[src/rtl/jstk_spi_poll_arbiter.sv]
// Shares one PmodJSTK2 SPI link between two requesters: round-robin grant, 5-byte transaction sequencing, frame decode.
// Latency: grant one cycle after an eligible req; SS low 1500 cyc before the first byte, 1000 cyc between bytes, >=2500 cyc SS high between frames.
// Backpressure: holds eng_start while eng_busy is high; req is level-held by the requester until its done/err pulse.
//
// Ports:
//   clk, rst             clock; asynchronous active-low reset
//   req[1:0]             per-requester poll request (level)
//   tx_cmd0/1[39:0]      command bytes, byte0 at [39:32]; sampled on grant
//   gnt/done/err[1:0]    one-hot grant; completion and timeout pulses to the granted requester
//   SS                   JSTK2 slave select, active-low
//   eng_start/eng_tx     byte engine start pulse and byte to send
//   eng_busy/eng_done/eng_rx   byte engine status, done pulse and received byte
//   rx_frame, x_val, y_val, buttons, frame_valid   last good frame and its decoded fields
module jstk_spi_poll_arbiter #(
   parameter int SS_SETUP_CYC  = 1500,
   parameter int BYTE_GAP_CYC  = 1000,
   parameter int FRAME_GAP_CYC = 2500,
   parameter int TIMEOUT_CYC   = 4096
) (
   input  logic        clk,
   input  logic        rst,
   input  logic [1:0]  req,
   input  logic [39:0] tx_cmd0,
   input  logic [39:0] tx_cmd1,
   output logic [1:0]  gnt,
   output logic [1:0]  done,
   output logic [1:0]  err,
   output logic        SS,
   output logic        eng_start,
   output logic [7:0]  eng_tx,
   input  logic        eng_busy,
   input  logic        eng_done,
   input  logic [7:0]  eng_rx,
   output logic [39:0] rx_frame,
   output logic [9:0]  x_val,
   output logic [9:0]  y_val,
   output logic [2:0]  buttons,
   output logic        frame_valid
);

   localparam int MAX_AB  = (SS_SETUP_CYC > BYTE_GAP_CYC) ? SS_SETUP_CYC : BYTE_GAP_CYC;
   localparam int MAX_CD  = (FRAME_GAP_CYC > TIMEOUT_CYC) ? FRAME_GAP_CYC : TIMEOUT_CYC;
   localparam int MAX_CYC = (MAX_AB > MAX_CD) ? MAX_AB : MAX_CD;
   localparam int CW      = $clog2(MAX_CYC) + 1;

   // Load values are trimmed so that the registered edges land exactly the
   // nominal number of cycles apart: the countdown state, the START cycle and
   // the output register each add one cycle on top of the counter.
   localparam logic [CW-1:0] SETUP_LD = CW'(SS_SETUP_CYC - 2);
   localparam logic [CW-1:0] BGAP_LD  = CW'(BYTE_GAP_CYC - 3);
   localparam logic [CW-1:0] TOUT_LD  = CW'(TIMEOUT_CYC - 1);
   localparam logic [CW-1:0] FGAP_LD  = CW'(FRAME_GAP_CYC - 1);
   localparam logic [CW-1:0] CNT_ONE  = CW'(1);

   typedef enum logic [2:0] {
      S_IDLE, S_SETUP, S_START, S_WAIT, S_BGAP, S_FIN, S_ABORT
   } state_t;

   state_t        state, state_nxt;
   logic [CW-1:0] cnt, cnt_nxt;
   logic [CW-1:0] gap_cnt, gap_nxt;
   logic [2:0]    byte_idx, idx_nxt;
   logic [39:0]   cmd_q, cmd_nxt;
   logic [31:0]   rx_buf, rxbuf_nxt;      // bytes 0..3; byte 4 arrives straight from eng_rx
   logic          rr_last, rr_nxt;        // index of the requester served last
   logic [1:0]    gnt_nxt, done_nxt, err_nxt;
   logic          ss_nxt, eng_start_nxt, fv_nxt;
   logic [7:0]    eng_tx_nxt;
   logic [39:0]   frame_nxt;
   logic [9:0]    x_nxt, y_nxt;
   logic [2:0]    btn_nxt;
   logic          win;
   logic [39:0]   new_frame;

   // Sole requester wins; on a tie the one not served last wins.
   assign win       = (req == 2'b11) ? ~rr_last : req[1];
   assign new_frame = {rx_buf, eng_rx};

   always_ff @(posedge clk or negedge rst) begin
      if (!rst) begin
         state       <= S_IDLE;
         cnt         <= '0;
         gap_cnt     <= '0;
         byte_idx    <= '0;
         cmd_q       <= '0;
         rx_buf      <= '0;
         rr_last     <= 1'b1;
         gnt         <= '0;
         done        <= '0;
         err         <= '0;
         SS          <= 1'b1;
         eng_start   <= 1'b0;
         eng_tx      <= '0;
         rx_frame    <= '0;
         x_val       <= '0;
         y_val       <= '0;
         buttons     <= '0;
         frame_valid <= 1'b0;
      end else begin
         state       <= state_nxt;
         cnt         <= cnt_nxt;
         gap_cnt     <= gap_nxt;
         byte_idx    <= idx_nxt;
         cmd_q       <= cmd_nxt;
         rx_buf      <= rxbuf_nxt;
         rr_last     <= rr_nxt;
         gnt         <= gnt_nxt;
         done        <= done_nxt;
         err         <= err_nxt;
         SS          <= ss_nxt;
         eng_start   <= eng_start_nxt;
         eng_tx      <= eng_tx_nxt;
         rx_frame    <= frame_nxt;
         x_val       <= x_nxt;
         y_val       <= y_nxt;
         buttons     <= btn_nxt;
         frame_valid <= fv_nxt;
      end
   end

   always_comb begin
      state_nxt     = state;
      cnt_nxt       = cnt;
      gap_nxt       = (gap_cnt != '0) ? gap_cnt - CNT_ONE : gap_cnt;
      idx_nxt       = byte_idx;
      cmd_nxt       = cmd_q;
      rxbuf_nxt     = rx_buf;
      rr_nxt        = rr_last;
      gnt_nxt       = gnt;
      done_nxt      = 2'b00;
      err_nxt       = 2'b00;
      ss_nxt        = SS;
      eng_start_nxt = 1'b0;
      eng_tx_nxt    = eng_tx;
      frame_nxt     = rx_frame;
      x_nxt         = x_val;
      y_nxt         = y_val;
      btn_nxt       = buttons;
      fv_nxt        = 1'b0;

      case (state)
         S_IDLE: begin
            if (gap_cnt == '0 && req != 2'b00) begin
               state_nxt = S_SETUP;
               rr_nxt    = win;
               gnt_nxt   = win ? 2'b10 : 2'b01;
               cmd_nxt   = win ? tx_cmd1 : tx_cmd0;
               ss_nxt    = 1'b0;
               cnt_nxt   = SETUP_LD;
               idx_nxt   = 3'd0;
            end
         end
         S_SETUP: begin
            if (cnt == '0) state_nxt = S_START;
            else           cnt_nxt   = cnt - CNT_ONE;
         end
         S_START: begin
            if (!eng_busy) begin
               state_nxt     = S_WAIT;
               eng_start_nxt = 1'b1;
               eng_tx_nxt    = cmd_q[39:32];
               cmd_nxt       = {cmd_q[31:0], 8'h00};
               cnt_nxt       = TOUT_LD;
            end
         end
         S_WAIT: begin
            if (eng_done) begin
               rxbuf_nxt = new_frame[31:0];
               if (byte_idx == 3'd4) begin
                  // Completion outputs are driven on entry so they are visible during FIN.
                  state_nxt = S_FIN;
                  ss_nxt    = 1'b1;
                  gnt_nxt   = 2'b00;
                  done_nxt  = gnt;
                  fv_nxt    = 1'b1;
                  frame_nxt = new_frame;
                  x_nxt     = {new_frame[25:24], new_frame[39:32]};
                  y_nxt     = {new_frame[9:8],   new_frame[23:16]};
                  btn_nxt   = new_frame[2:0];
                  gap_nxt   = FGAP_LD;
               end else begin
                  state_nxt = S_BGAP;
                  cnt_nxt   = BGAP_LD;
               end
            end else if (cnt == '0) begin
               state_nxt = S_ABORT;
               ss_nxt    = 1'b1;
               gnt_nxt   = 2'b00;
               err_nxt   = gnt;
               gap_nxt   = FGAP_LD;
            end else begin
               cnt_nxt = cnt - CNT_ONE;
            end
         end
         S_BGAP: begin
            if (cnt == '0) begin
               state_nxt = S_START;
               idx_nxt   = byte_idx + 3'd1;
            end else begin
               cnt_nxt = cnt - CNT_ONE;
            end
         end
         S_FIN:   state_nxt = S_IDLE;
         S_ABORT: state_nxt = S_IDLE;
         default: state_nxt = S_IDLE;
      endcase
   end

endmodule

[config.mk]
export PLATFORM = sky130hd
export DESIGN_NAME = jstk_spi_poll_arbiter
export DESIGN_NICKNAME = d
export VERILOG_FILES = /design/src/rtl/jstk_spi_poll_arbiter.sv
export SDC_FILE = /design/constraint.sdc
export NUM_CORES = 1
export LEC_CHECK = 0
export ABC_AREA = 0
export CAP_MARGIN = 20
export CORE_AREA = 4 4 144 146
export CTS_CLUSTER_DIAMETER = 40
export DETAILED_ROUTE_END_ITERATION = 6
export DIE_AREA = 0 0 148 150
export DONT_BUFFER_PORTS = 1
export PLACE_DENSITY = 0.61
export SYNTH_ARGS = -nofsm -noshare
export SYNTH_HDL_FRONTEND = slang
export SYNTH_SLANG_ARGS = --single-unit
[constraint.sdc]
create_clock -name clk -period 2 [get_ports clk]
set_input_delay 0.4 -clock clk [delete_from_list [all_inputs] [get_ports clk]]
set_output_delay 0.4 -clock clk [all_outputs]
set_load 0.05 [all_outputs]
# After elaboration in Yosys (flattened, before gate mapping)
# Cells that the tools add are included.
# classes
n_mux	48
n_eq_ne	13
reduce_logical	20
bitwise_logic	2
n_addsub	3
# ops
cell	count
$mux W13	10
$mux W40	3
$pmux W40 S2	1
$pmux W13 S4	1
$logic_not A13 Y1	2
$sub A13 B1 Y13 const B	2
$mux W2	11
$mux W3	7
$reduce_bool A13 Y1	1
$pmux W3 S4	1
$reduce_and A4 Y1	3
$mux W1	11
$ne A3 B3 Y1 const B	3
$reduce_and A3 Y1	3
$reduce_bool A2 Y1	4
$eq A3 B2 Y1 const B	2
$eq A3 B3 Y1 const B	2
$ne A2 B2 Y1 const B	3
$pmux W3 S2	1
$reduce_and A2 Y1	3
$pmux W2 S2	1
$reduce_bool A4 Y1	1
$add A3 B1 Y3 const B	1
$eq A3 B1 Y1 const B	1
7 further kinds	8
# totals
word_cells	104
out_inout_bits	80
in_bits	94
ff_bits	185

# Depth between registers and ports, before layout
# depth
depth_word	5
mapped_depth	8
ltp_nobuf	7

# Least setup slack after synthesis
# OpenSTA, ideal clock, no wires.
# synth_path
path_kind	register to register
startpoint	register cnt[0]
endpoint	register cnt[10]
path_stages_with_launch	8
arrival_ns	1.839
t_required_ns	1.920
setup_slack_ns	0.081
synth_period_minus_slack_ns	1.919
path_buffers	0
setup_time_ns	0.080
cell_sequence	dfrtp_1 > inv_1 > ha_1 > nor3b_2 > and2_1 > or4b_1 > o31a_1 > o22ai_2
# synth_via
elab_chain_cells	4
elab_cells_between_ends	5
classes_between	1 x add/sub; 3 x mux; 1 x reduce/logical
# synth_rtl
element	line	text
start: declaration	60	logic [CW-1:0] cnt, cnt_nxt;
start signal: assignment	101	cnt <= cnt_nxt;
$sub A13 B1 Y13 or $logic_not A13 Y1 (tied branches)	--	
$mux W13 (*)	154, 185, 196	
$mux W13	167	if (eng_done) begin
$pmux W13 S4 (*)	141	case (state)
# Every way passes the cells marked *; elsewhere a longest branch is shown, timed or not.
# A chain may end at the register's enable or synchronous reset.

# Worst setup path after layout
# layout_path
startpoint	register state[1]
endpoint	register cnt[8]
# layout_via
elab_chain_cells	4
elab_cells_between_ends	12
classes_between	7 x eq/ne; 1 x mux; 4 x reduce/logical
# layout_rtl
element	line	text
start: declaration	59	state_t state, state_nxt;
start signal: assignment	100	state <= state_nxt;
$eq A3 B3 Y1 or $eq A3 B1 Y1 (tied branches)	141	
$reduce_or A2 Y1 (no line)	--	
$reduce_bool A4 Y1 (no line)	--	
$reduce_and A4 Y1 (no line)	--	
# Parallel ways exist; a longest one is shown, timed or not.

==> flow_summary.json <==
{
  "worstMarginPinSlew_ns": 0.953,
  "violations": "negative hold slack",
  "start_util_pct": 39.6,
  "num-fill-cells": 1902,
  "pin_count": 174,
  "coreArea_mm2": 0.0194,
  "cts_made_buffers": 17,
  "synth_top_area_share_pct": 52.2,
  "ys_ff_latch": 162,
  "place_area_mm2": 0.00801,
  "ys_async_sr_fraction_pct": 100,
  "die_area_mm2": 0.0222,
  "fin_worst_skew_ns": 0.00847,
  "viasPerCell": 5.10,
  "p_per_area_mw_per_mm2": 1420,
  "final_common_cell": "dfrtp_1",
  "critical_path_required_ns": 2.29,
  "synthAdderAreaFrac_pct": 0.978,
  "ys_top_cells_by_area": "dfrtp_1 52%, nand2_1 7.7%, mux2_2 7.0%, mux2i_1 5.2%, o21ai_0 3.4%",
  "dp_hpwl_mm": 11.4,
  "syn-num-nets": 857,
  "max-cap-violations": 0,
  "grt_antenna_before_repair": 0,
  "nNetsFinal": 851,
  "cts_tree": "yes",
  "slew_headroom_pct": 36.5,
  "seq_area_frac_synth_pct": 52.8,
  "slowest_delay_ns": 0.42,
  "synth_xor_area_share_pct": 1.03,
  "slew_viol_final": 0,
  "layout-drive-gt1-share_pct": 19.2,
  "synth_cells": 757,
  "worstSetupEndpointType": "register",
  "synth_flop_cell": "dfrtp_1",
  "drt_iter0_markers": 273,
  "grt_pass1_wl_mm": 27.3,
  "period_share_pct": 95.3,
  "grt.met3_usage_pct": 5.21,
  "total_power_mw": 12.3,
  "crit_path_cell_trace": "buf_4 -> or3b_1 -> o21a_1 -> o41ai_1 -> o21ai_0",
  "path_class": "register to register",
  "muxShareOfSynthArea_pct": 12.3,
  "ctsLongestPathBuffers": 2,
  "switching_share_pct": 35.9,
  "drc": 0,
  "status": "finished with violations",
  "vias": 5246,
  "clkLatencyLatePin_ns": 0.42,
  "yosys_warnings": 0,
  "cts-htree-levels": 4,
  "fin_tns_setup_ns": 0,
  "synth_cell_types": 61,
  "stdcell_area_mm2": 0.00872,
  "comb_power_share_pct": 29.4,
  "finalHoldWorstSlack_ns": -0.329,
  "setup_violations": 0,
  "p_leak_nw": 4.08,
  "finalWirelength_mm": 16.9,
  "ir_worst_vdd_mv": 0.637,
  "area_growth_pct": 13.6,
  "final_cell_mix": "160 x dfrtp_1, 157 x nand2_1, 52 x o21ai_0",
  "synth_top_family_by_area": "simple AND/OR/NAND/NOR gates",
  "worstSetupStartpointType": "register",
  "use_met1_pct": 20.5,
  "netlist_area_mm2": 0.00768,
  "fp.dieW_um": 148,
  "p_int_mw": 7.91,
  "diodes": 0,
  "final_util_pct": 45.0,
  "yosys.area.top_type": "dfrtp_1",
  "drtAntennaViolNets": 0,
  "grt_usage_pct": 15.5,
  "drt-wirelength-per-cell_um": 16.4,
  "path_clk_slew_ns": 0.06,
  "die_h_um": 150,
  "synth_compound_area_share_pct": 10.4,
  "grt_max_degree": 163,
  "hold_viol_final": 162,
  "synthSimpleGateAreaFrac_pct": 17.0,
  "fmax_ghz": 0.524,
  "critPathArrivalTime_ns": 2.20,
  "placementRows": 51,
  "cts_sinks": 162,
  "grt_pass1_vias": 5199,
  "crit_slowest_cell": "dfrtp_1",
  "pwr-share-clk_pct": 28.7,
  "cts-root-buf": "clkbuf_16",
  "grt-ovfl-total": 0,
  "synth_area_per_cell_um2": 10.1,
  "holdCritPathClass": "input pin to async pin",
  "use_met2_pct": 24.5,
  "fin_crit_ns": 1.91,
  "net-switching-power_mw": 4.43,
  "dr.pass1.iters": 4,
  "synth_edf_count": 0,
  "cp_max_fo": 9,
  "power_frac_seq_pct": 41.9,
  "portBuffers": 0,
  "globalplace.congestion": 0.806,
  "top_usage_layer": "met2"
}
kinds of logic (layout without fill, tap and decap cells):
logic type / count (synthesis) / in the layout
AND/OR/NAND/NOR: 280 / 280
flip-flops: 162 / 162
AO/OA/AOI/OAI: 136 / 136
multiplexers: 88 / 88
buffers and inverters: 76 / 83
XOR/XNOR: 9 / 9
adder cells (fa/ha/maj): 6 / 6
sequential cells by signal, summed over array words and instances, names as in the netlist:
name and count:
err 2, eng_start 1, rr_last 1, gnt 2, rx_frame 39, frame_valid 1, done 2, cmd_q 40
eng_tx 8, state 3, x_val 1, SS 1, cnt 13, rx_buf 32, gap_cnt 13, byte_idx 3
area by class of cell:
type                       count  area [um2]  area share [%]
clock buffer                  19         453            5.19
clock inverter                13         194            2.22
inverter                      12        45.0           0.516
multi-input combinational    519        3290            37.7
sequential                   162        4060            46.5
tap                          265         332            3.80
timing repair buffer          39         355            4.07
per-layer routing:
layer,vias up,routed length [um]
li1,2576,-
met4,0,206
met2,137,7970
met3,15,1090
met5,-,0
met1,2518,7590
power groups by stage:
stage	logic, mW	clock network (mW)	registers, mW
2_1_floorplan	2.67	0	5.01
3_3_place_gp	3.53	0	5.20
3_5_place_dp	3.59	0	5.21
4_1_cts	3.62	3.64	5.15
5_1_grt	4.16	3.77	5.31
6_report	3.62	3.54	5.17
synth_stat cells, types with 6 or more instances:
cell type	n
dfrtp_1	160
nand2_1	157
o21ai_0	52
nor2_1	49
mux2_2	48
a21oi_1	41
mux2i_1	40
buf_4	29
clkbuf_1	19
buf_2	12
inv_1	12
nand3_1	12
o31ai_1	10
nand4_1	8
nor3_1	8
and2_1	7
xor2_1	7
ha_1	6
stage by stage:
step | instances | hold slack, ns | worst slack, ns
after floorplan | 757 | 0.104 | 0.0814
after global placement | 996 | 0.111 | 0.0387
final | 1029 | -0.329 | 0.0933
after CTS | 1029 | -0.353 | 0.0487
after global routing | 1029 | -0.357 | -0.0102
after detailed placement | 996 | 0.111 | 0.00386
timing repair:
item                                    in CTS  in global routing
gates resized for setup                      0                 13
endpoints found under the setup margin       1                 63
setup buffers                                1                  0
pin swaps                                    0                  1
hold endpoints to repair                   162                162
gates cloned                                 0                  0
worst max-delay path, delay by kind of cell (launching register included):
family / cells / cell delay [ns]
compound gates: 3 / 0.76
buf+inv: 1 / 0.17
flops: 1 / 0.42
simple gates: 1 / 0.42
final timing paths:
path | to | cells after the start | slack, ns | from
setup / recovery | cnt[8] | 5 | 0.09 | state[1]
hold reg to reg | rx_buf[28] | 2 | 0.47 | rx_buf[28]
max in group asynchronous | SS | 0 | 2.04 | rst
hold / removal | cmd_q[35] | 0 | -0.33 | rst
setup reg to reg | cnt[8] | 5 | 0.09 | state[1]
min in group clk | rx_buf[4] | 2 | 0.08 | eng_rx[4]
Note: power is estimated with default switching activity, not from simulation.
